<file path="src/rtl/keyboard_pkg.sv">
// Shared keyboard definitions: key count, key-code width and event layout.
// Used by both the matrix-scanner side and the host-report side.
// No logic here; types and constants only.
package keyboard_pkg;

  localparam int NUM_KEYS  = 103;
  localparam int KEYCODE_W = 7;
  localparam int EVENT_W   = KEYCODE_W + 1;

  // One key event as it travels through the queue: {code, make}
  typedef struct packed {
    logic [KEYCODE_W-1:0] code;
    logic                 make;
  } key_event_t;

endpackage

</file>
<file path="src/rtl/key_event_fifo.sv">
// Synchronous show-ahead FIFO for key events, with full/empty/count.
// Latency: a push at edge t is visible at head_data after t; pop advances head next edge.
// Backpressure: push while full and pop while empty are ignored.
module key_event_fifo #(
  parameter int WIDTH = 8,
  parameter int DEPTH = 8
) (
  input  logic                     clock,
  input  logic                     reset,
  input  logic                     push,
  input  logic [WIDTH-1:0]         push_data,
  input  logic                     pop,
  output logic [WIDTH-1:0]         head_data,
  output logic                     full,
  output logic                     empty,
  output logic [$clog2(DEPTH):0]   count
);

  localparam int AW = $clog2(DEPTH);
  localparam logic [AW:0] COUNT_FULL = (AW + 1)'(DEPTH);

  logic [WIDTH-1:0] mem [DEPTH];
  logic [AW-1:0]    wr_ptr;
  logic [AW-1:0]    rd_ptr;
  logic             do_push;
  logic             do_pop;

  assign full    = (count == COUNT_FULL);
  assign empty   = (count == '0);
  assign do_push = push & ~full;
  assign do_pop  = pop & ~empty;

  // Head is forced to zero when empty so the outputs are defined out of reset
  assign head_data = empty ? '0 : mem[rd_ptr];

  // Storage write; contents need no reset because count gates visibility
  always_ff @(posedge clock) begin
    if (do_push) begin
      mem[wr_ptr] <= push_data;
    end
  end

  // Pointer and occupancy bookkeeping
  always_ff @(posedge clock or posedge reset) begin
    if (reset) begin
      wr_ptr <= '0;
      rd_ptr <= '0;
      count  <= '0;
    end else begin
      if (do_push) wr_ptr <= wr_ptr + AW'(1);
      if (do_pop)  rd_ptr <= rd_ptr + AW'(1);
      if (do_push && !do_pop) begin
        count <= count + (AW + 1)'(1);
      end else if (do_pop && !do_push) begin
        count <= count - (AW + 1)'(1);
      end
    end
  end

endmodule

</file>
<file path="src/rtl/key_event_encoder.sv">
// Debounces the scanner key bitmap one key per cycle and queues make/break events.
// Latency: push on the DEBOUNCE_SCANS-th differing visit, ev_valid one cycle later.
// Backpressure: when the queue is full the push is held off and retried next visit; nothing is lost.
module key_event_encoder #(
  parameter int NUM_KEYS       = keyboard_pkg::NUM_KEYS,
  parameter int DEBOUNCE_SCANS = 4,
  parameter int FIFO_DEPTH     = 8
) (
  input  logic                              clock,
  input  logic                              reset,
  input  logic                              enabled,
  input  logic [NUM_KEYS:1]                 key_down,
  output logic                              ev_valid,
  input  logic                              ev_ready,
  output logic [keyboard_pkg::KEYCODE_W-1:0] ev_code,
  output logic                              ev_make,
  output logic                              busy
);

  import keyboard_pkg::*;

  localparam int CNT_W = $clog2(DEBOUNCE_SCANS + 1);
  localparam int FCW   = $clog2(FIFO_DEPTH) + 1;
  localparam logic [CNT_W-1:0]     CNT_MAX   = CNT_W'(DEBOUNCE_SCANS - 1);
  localparam logic [KEYCODE_W-1:0] IDX_FIRST = KEYCODE_W'(1);
  localparam logic [KEYCODE_W-1:0] IDX_LAST  = KEYCODE_W'(NUM_KEYS);

  logic [KEYCODE_W-1:0] idx;
  logic [NUM_KEYS:1]    stable;
  logic [CNT_W-1:0]     cnt [1:NUM_KEYS];

  logic                 cur_level;
  logic                 cur_stable;
  logic [CNT_W-1:0]     cur_cnt;
  logic [CNT_W-1:0]     cnt_next;
  logic                 at_threshold;
  logic                 push;
  logic                 any_cnt;
  logic                 fifo_full;
  logic                 fifo_empty;
  logic [FCW-1:0]       fifo_count;
  key_event_t           ev_in;
  key_event_t           ev_head;

  // Debounce decision for the key under the cursor
  always_comb begin
    cur_level    = key_down[idx];
    cur_stable   = stable[idx];
    cur_cnt      = cnt[idx];
    at_threshold = (cur_cnt >= CNT_MAX);
    push         = 1'b0;
    cnt_next     = cur_cnt;
    if (cur_level == cur_stable) begin
      cnt_next = '0;
    end else if (!at_threshold) begin
      cnt_next = cur_cnt + CNT_W'(1);
    end else if (fifo_full) begin
      // Hold at the threshold so the very next visit retries the push
      cnt_next = CNT_MAX;
    end else begin
      push     = enabled;
      cnt_next = '0;
    end
    ev_in.code = idx;
    ev_in.make = cur_level;
  end

  // Cursor walk plus per-key counter and reported-level update
  always_ff @(posedge clock or posedge reset) begin
    if (reset) begin
      idx    <= IDX_FIRST;
      stable <= '0;
      for (int k = 1; k <= NUM_KEYS; k++) begin
        cnt[k] <= '0;
      end
    end else if (enabled) begin
      idx      <= (idx == IDX_LAST) ? IDX_FIRST : idx + KEYCODE_W'(1);
      cnt[idx] <= cnt_next;
      if (push) begin
        stable[idx] <= cur_level;
      end
    end
  end

  // Any key mid-debounce keeps the block busy
  always_comb begin
    any_cnt = 1'b0;
    for (int k = 1; k <= NUM_KEYS; k++) begin
      any_cnt = any_cnt | (cnt[k] != '0);
    end
  end

  key_event_fifo #(
    .WIDTH (EVENT_W),
    .DEPTH (FIFO_DEPTH)
  ) u_fifo (
    .clock     (clock),
    .reset     (reset),
    .push      (push),
    .push_data (ev_in),
    .pop       (ev_ready),
    .head_data (ev_head),
    .full      (fifo_full),
    .empty     (fifo_empty),
    .count     (fifo_count)
  );

  assign ev_valid = ~fifo_empty;
  assign ev_code  = ev_head.code;
  assign ev_make  = ev_head.make;
  assign busy     = (fifo_count != '0) | any_cnt;

endmodule

</file>
<file path="config.mk">
export PLATFORM = sky130hd
export DESIGN_NAME = key_event_encoder
export DESIGN_NICKNAME = d
export VERILOG_FILES = /design/src/rtl/keyboard_pkg.sv /design/src/rtl/key_event_fifo.sv /design/src/rtl/key_event_encoder.sv
export SDC_FILE = /design/constraint.sdc
export NUM_CORES = 1
export LEC_CHECK = 0
export ABC_AREA = 0
export ABC_CLOCK_PERIOD_IN_PS = 36300
export CORE_UTILIZATION = 23
export CTS_CLUSTER_DIAMETER = 50
export DETAILED_ROUTE_END_ITERATION = 10
export PLACE_DENSITY = 0.41
export REMOVE_ABC_BUFFERS = 1
export SYNTH_ARGS = -nofsm -noshare
export SYNTH_HDL_FRONTEND = slang
export SYNTH_SLANG_ARGS = --single-unit
</file>
<file path="constraint.sdc">
create_clock -name clock -period 36.3 [get_ports clock]
set_clock_uncertainty 0.1 [all_clocks]
set_input_delay 7.26 -clock clock [delete_from_list [all_inputs] [get_ports clock]]
set_output_delay 7.26 -clock clock [all_outputs]
set_load 0.01 [all_outputs]
</file>
Word-level counts from Yosys, hierarchy flattened. Memory sizes are Yosys's and may differ from the RTL's. Index checks and enable logic that the tools add are counted.

RAM bits: 64. Logic and storage cells: 369. Flip-flop bits (word level): 429. Input port bits: 107. Output and inout port bits: 10. Memories kept: 1.

$lt $le $gt $ge: 5. Multiplexer cells: 25. Add/sub/neg operators: 6. Equal/unequal tests: 3. Bitwise operators: 108. Reduce and logical (&&, ||, !) cells: 113.

Memories: u_fifo.mem (words 8, bits a word 8, rd ports 1, clocked after memory_dff 0, wr ports 1, line key_event_fifo.sv:22) `logic [WIDTH-1:0] mem [DEPTH];`.

Operators with widths (count): $bwmux 309 (1); $reduce_bool 3->1 (103); $bwmux 103 (1); $or 1x1->1 (103); $bmux 3 s7 (1); $demux 3 s7 (1); $mux 3 (5); $bmux 1 s7 (2); $add 3x1->3 const B (3); $ge 8x8->1 const B (1); $lt 7x8->1 const B (1); $lt 8x1->1 const B (1); $mux 1 (8); $mux 4 (2); $mux 8 (1); $not 7->8 (1); $add 7x1->7 const B (1); $demux 1 s7 (1); $eq 7x7->1 const B (1); $ge 7x1->1 const B (1); $mux 7 (1); $add 4x1->4 const B (1); $eq 4x4->1 const B (1); $logic_and 1x1->1 (4); 11 further kinds (14).

Longest topological paths before layout.
Depth after elaboration: 104. Depth in mapped cells: 28. Gate-level depth less buffers: 23.

By module. From an unflattened synthesis, not the netlist that was laid out.

Cells, all modules: 2564. Area total of the unflattened synthesis: 25543.2 um^2.

By module, submodules not included: key_event_encoder (area an instance 22506.6 um^2, cells each 2405, instances 1, sequential area each 10486.3 um^2); key_event_fifo (area an instance 3036.7 um^2, cells each 159, instances 1, sequential area each 2172.1 um^2).

Worst setup path after synthesis. OpenSTA, ideal clock, no wires.

Kind: input to register. Start point: in key_down[21] (netlist bit). End point: mem u_fifo.mem[4][0] (enable). Data required time: 35.805 ns. Path slack: 25.868 ns. Stages: 10. Data arrival time: 9.938 ns. Buffers on the path: 2. Library setup time: 0.395 ns. Cells stage by stage: mux4_2 > mux2_2 > nand2_1 > a2111oi_1 > nor4_4 > xnor2_2 > buf_4 > buf_6 > nand2_1 > nor4_1.

Word-level cells in the longest chain between the ends: 7.

RTL lines: start: declaration (line key_event_encoder.sv:12) `input logic [NUM_KEYS:1] key_down,`; $bmux 1 s7 (line key_event_encoder.sv:47) `cur_level = key_down[idx];`; $mux 1 (not written as such) (line key_event_encoder.sv:47); $eq 1x1->1 (line key_event_encoder.sv:53) `if (cur_level == cur_stable) begin`; $mux 1 (line key_event_encoder.sv:53); $and 1x1->1 (line key_event_fifo.sv:30) `assign do_push = push & ~full;`; $mux 1 (line key_event_fifo.sv:38) `if (do_push) begin`; $mux 1 (not written as such) (line key_event_fifo.sv:39) `mem[wr_ptr] <= push_data;`; end: declaration (line key_event_fifo.sv:22).

No other way between the ends. The select of a mux whose other input is x is not followed.

Final worst setup path.
Start point: in key_down[83] (netlist bit). End point: reg u_fifo.count[3].

Word-level cells in the longest chain between the ends: 8. Elaborated cells on any way between the ends: 10. Classes of those cells: 1 x eq/ne; 4 x mux; 1 x bitwise; 4 x reduce/logical.

RTL lines: $bmux 1 s7 (*) (line key_event_encoder.sv:47); $mux 1 (not written as such) (*) (line key_event_encoder.sv:47); $eq 1x1->1 (*) (line key_event_encoder.sv:53); $mux 1 (*) (line key_event_encoder.sv:53); $and 1x1->1 (*) (line key_event_fifo.sv:30); net u_fifo.do_push (line key_event_fifo.sv:25) `logic do_push;`; $logic_not 1->1 (line key_event_fifo.sv:54) `end else if (do_pop && !do_push) begin`; $logic_and 1x1->1 (line key_event_fifo.sv:54); $reduce_bool 2->1 (no line); end signal: assignment (line key_event_fifo.sv:53) `count <= count + (AW + 1)'(1);`; end signal: assignment (line key_event_fifo.sv:55) `count <= count - (AW + 1)'(1);`; end: declaration (line key_event_fifo.sv:16) `output logic [$clog2(DEPTH):0] count`.

The timed path passes the listed nets; every way through them passes the cells marked *. The select of a mux whose other input is x is not followed. A chain may end at the register's enable or synchronous reset.

==> out/summary.log <==
qor: global_routing.globalRouteTotalUtil 17.8%
qor: critical_path.setup.reg_to_reg.worst_slack 29200 ps
qor: pwr.power_frac_clock 29.1%
qor: drt.routed_wirelength 96.1 mm
qor: pwr.power_frac_seq 31.6%
qor: clocking.cts_tree yes
qor: finish.layoutNonFillerInstCount 3914
qor: finish.drive_above_1_share 14.1%
qor: sta.max_clock_freq 88.5 MHz
qor: pwr.sw_frac_of_total 44.0%
qor: placement.dp_cells 3780
qor: floorplanning.design.die.area 107000 µm²
qor: floorplanning.dieWidth 328 µm
qor: logic_synthesis.synth_sequential_area_ratio 51.9%
qor: logic_synthesis.commonest_cells_in_the_netlist 476 x sky130_fd_sc_hd__nand2_1, 428 x sky130_fd_sc_hd__dfrtp_1, 231 x sky130_fd_sc_hd__o21ai_0
qor: pwr.p_sw 1.11 mW
qor: sta.hold_viol_final 0
qor: sta.setup_repair_after_global_routing_missed_its_margin no
qor: placement.place.gp.congestion 0.838
qor: placement.post_dp_cell_area 26900 µm²
qor: placement.numPortBuffers 116
qor: drt.viasPerCell 5.23
qor: global_routing.grt_remaining_overflow 0
qor: drt.drt_first_pass_iters 6
qor: global_routing.first_global_vias 20800
qor: floorplanning.std_cell_rows 119
qor: critical_path.crit-reg2reg-capture u_fifo.count[3]
qor: global_routing.gr-usage-met3 3.39%
qor: logic_synthesis.yosys.cell_count.top_type sky130_fd_sc_hd__nand2_1
qor: worst_hold_path.hold_path_class flip-flop to flip-flop
qor: logic_synthesis.ys_types 65
qor: pwr.power-per-cell-area 85.8 nW/µm²
qor: clocking.clock_sinks 493
qor: global_routing.antenna_found_initial 0
qor: clocking.master_cell_of_the_clock_root_buffer sky130_fd_sc_hd__clkbuf_16
qor: clocking.path_clk_slew 60 ps
qor: clocking.clock_latency 630 ps
qor: sta.tns 0 ps
qor: pwr.share_comb_of_total_power 39.2%
qor: drt.drc_markers 0
qor: logic_synthesis.synth-warning-count 0
qor: pwr.internal_dissipation 1.42 mW
qor: pwr.post-layout-total-power 2.53 mW
qor: logic_synthesis.most_used_dff_post_synth sky130_fd_sc_hd__dfrtp_1
qor: critical_path.worstPathRequired 36690 ps
qor: floorplanning.initial_core_util 23.2%
qor: sta.timing.final.setup_violations 0
qor: drt.wire_per_inst 24.6 µm
qor: logic_synthesis.yosysTopAreaCellShare 43.9%
qor: sta.min_period_over_period 31.1%
qor: critical_path.crit-reg2reg-launch idx[1]
qor: clocking.clock_path_buffers 3
qor: run.maxCapViolations 0
qor: critical_path.crit_path_arrival_time 11700 ps
qor: logic_synthesis.syn-cell-area 24400 µm²
qor: pwr.vdd_ir_drop_max 0.124 mV
qor: placement.place_hpwl 61.4 mm
qor: sta.timing.slew.headroom 9.91%
qor: logic_synthesis.synthDominantAreaCellType sky130_fd_sc_hd__dfrtp_1
qor: worst_hold_path.worstHoldPathCells 2
qor: outcome.status complete, no violations
qor: clocking.post_cts.repair.setup_buffers 0
qor: worst_hold_path.hold_path_end cnt[126]
qor: critical_path.setup.worst_path.class primary input to flip-flop
qor: drt.dr_total_vias 20500
qor: finish.area_growth_syn_to_layout 20.8%
qor: clocking.cts-hold-fix-buffers 0
qor: worst_hold_path.hold_path.startpoint cnt[126]
qor: logic_synthesis.postSynthRegisterBits 493
qor: logic_synthesis.async_flop_share 87.0%
qor: clocking.cts-resized-gates 0
qor: critical_path.reg2regPathDepth 23
qor: logic_synthesis.synth-edff-count 64
qor: drt.antenna_left 0
qor: global_routing.met1_usage 24.3%
qor: logic_synthesis.synthTopCellsByArea sky130_fd_sc_hd__dfrtp_1 44%, sky130_fd_sc_hd__edfxtp_1 7.9%, sky130_fd_sc_hd__nand2_1 7.3%, sky130_fd_sc_hd__a31oi_1 5.6%, sky130_fd_sc_hd__mux4_2 5.4%
qor: sta.maxSlewViolCount 0
qor: critical_path.critical_path.endpoint_type flip-flop
qor: pwr.total_leakage_power 11.4 nW
qor: clocking.cts_max_level 3
qor: sta.hold-worst-slack 404 ps
qor: floorplanning.io_pins 117
qor: global_routing.grt_start_max_net_pins 107
qor: drt.drt_iter0_drc 1755
qor: floorplanning.floorplan.core_area 105000 µm²
qor: finish.design.final.nets 2581
qor: global_routing.wire_length_of_the_first_global_routing_pass 143 mm
qor: clocking.cts_inserted_buffers 73
qor: sta.worst_pin_slew 1350 ps
qor: global_routing.global_routing_usage_on_met2 28.3%
qor: global_routing.grt_busiest_layer met2
qor: floorplanning.vertical_die_dimension 328 µm
qor: critical_path.worstSetupStartpointType primary input
qor: logic_synthesis.avgSynthCellArea 10.2 µm²
qor: critical_path.critical_path.max_fanout 47
qor: finish.final_design_area_excluding_fillers 29400 µm²
qor: logic_synthesis.post_synthesis_instance_total 2391
qor: sta.shortest_period_the_worst_path_allows 11300 ps
-- how the worst max path moves through the flow --
stage,cells past startpoint,startpoint,end,slack (ps)
after floorplan,1,reset,cnt[0],17000
after global placement,18,key_down[19],u_fifo.count[3],24330
after detailed placement,18,key_down[67],u_fifo.count[3],24390
after CTS,6,u_fifo.count[0],busy,24980
after global routing,18,key_down[23],u_fifo.count[3],24820
final,18,key_down[83],u_fifo.count[3],25000
-- layer usage --
layer	vias to the layer above	share of wire [%]
met4	0	2.7
met1	10400	45
met2	791	46
li1	9163	-
met3	144	6.6
met5	-	0
-- power groups by stage --
stage / logic [mW] / clock network, mW / registers, mW
global placement: 0.980 / 0 / 0.804
CTS: 0.993 / 0.751 / 0.798
floorplan: 0.524 / 0 / 0.787
detailed placement: 0.992 / 0 / 0.808
finish: 0.991 / 0.736 / 0.798
global route: 1.06 / 0.773 / 0.813
-- area by class of cell --
cell class | count | area [µm²]
Clock inverter | 33 | 383
Clock buffer | 100 | 2140
Inverter | 11 | 48.8
Fill cell | 11000 | 75700
Antenna cell | 1 | 2.50
Tap cell | 1391 | 1740
Sequential cell | 493 | 12700
Timing Repair Buffer | 164 | 1530
Multi-Input combinational cell | 1721 | 10900
-- critical path, stage by stage --
cell,delay [ps]
sky130_fd_sc_hd__clkdlybuf4s50_1,490
sky130_fd_sc_hd__mux4_2,250
sky130_fd_sc_hd__nand2_1,50
sky130_fd_sc_hd__and4_1,250
sky130_fd_sc_hd__a2111oi_1,880
sky130_fd_sc_hd__nor4_4,140
sky130_fd_sc_hd__xnor2_4,240
sky130_fd_sc_hd__buf_4,510
sky130_fd_sc_hd__nand2_1,250
sky130_fd_sc_hd__inv_1,110
sky130_fd_sc_hd__ha_1,190
sky130_fd_sc_hd__inv_1,90
sky130_fd_sc_hd__ha_1,280
sky130_fd_sc_hd__a21o_1,180
sky130_fd_sc_hd__a21oi_1,170
sky130_fd_sc_hd__xnor2_1,140
sky130_fd_sc_hd__nor2_1,70
sky130_fd_sc_hd__xor2_1,140
-- cells in the final DEF, fill, tap and decap left out, drive strengths merged, types with 25 or more instances in the layout --
master	netlist	final
dfrtp	428	428
mux2i	50	50
nor4	92	92
buf	91	48
edfxtp	64	64
nor2	139	139
clkdlybuf4s50	0	116
nand4	32	32
nand2	476	476
nand3	25	25
a22o	36	36
mux4	58	58
a22oi	69	69
clkbuf	75	100
o21ai	319	319
a221oi	35	35
a31oi	217	217
-- cells by family after synthesis --
family,Yosys count,share of synthesized area [%]
and+or+nand+nor,841,15.3
AOI/OAI and AO/OA,726,19.4
DFF,493,51.9
buffers and inverters,177,3.84
muxes,131,8.47
xor gates and xnor gates,13,0.498
adders and majority gates,10,0.544
-- stage by stage --
step                      utilization [%]  setup slack (ps)
after floorplan                         -             17000
after global placement               25.6             24330
after detailed placement             25.6             24390
after CTS                            28.0             24980
after global routing                 28.0             24820
final                                28.0             25000
-- registers in the layout, summed over array words and instances, names as in the netlist --
signal         count
u_fifo.rd_ptr      3
stable           103
u_fifo.mem        64
u_fifo.wr_ptr      3
cnt              309
u_fifo.count       4
idx                7
Note: power is estimated with default switching activity, not from simulation.
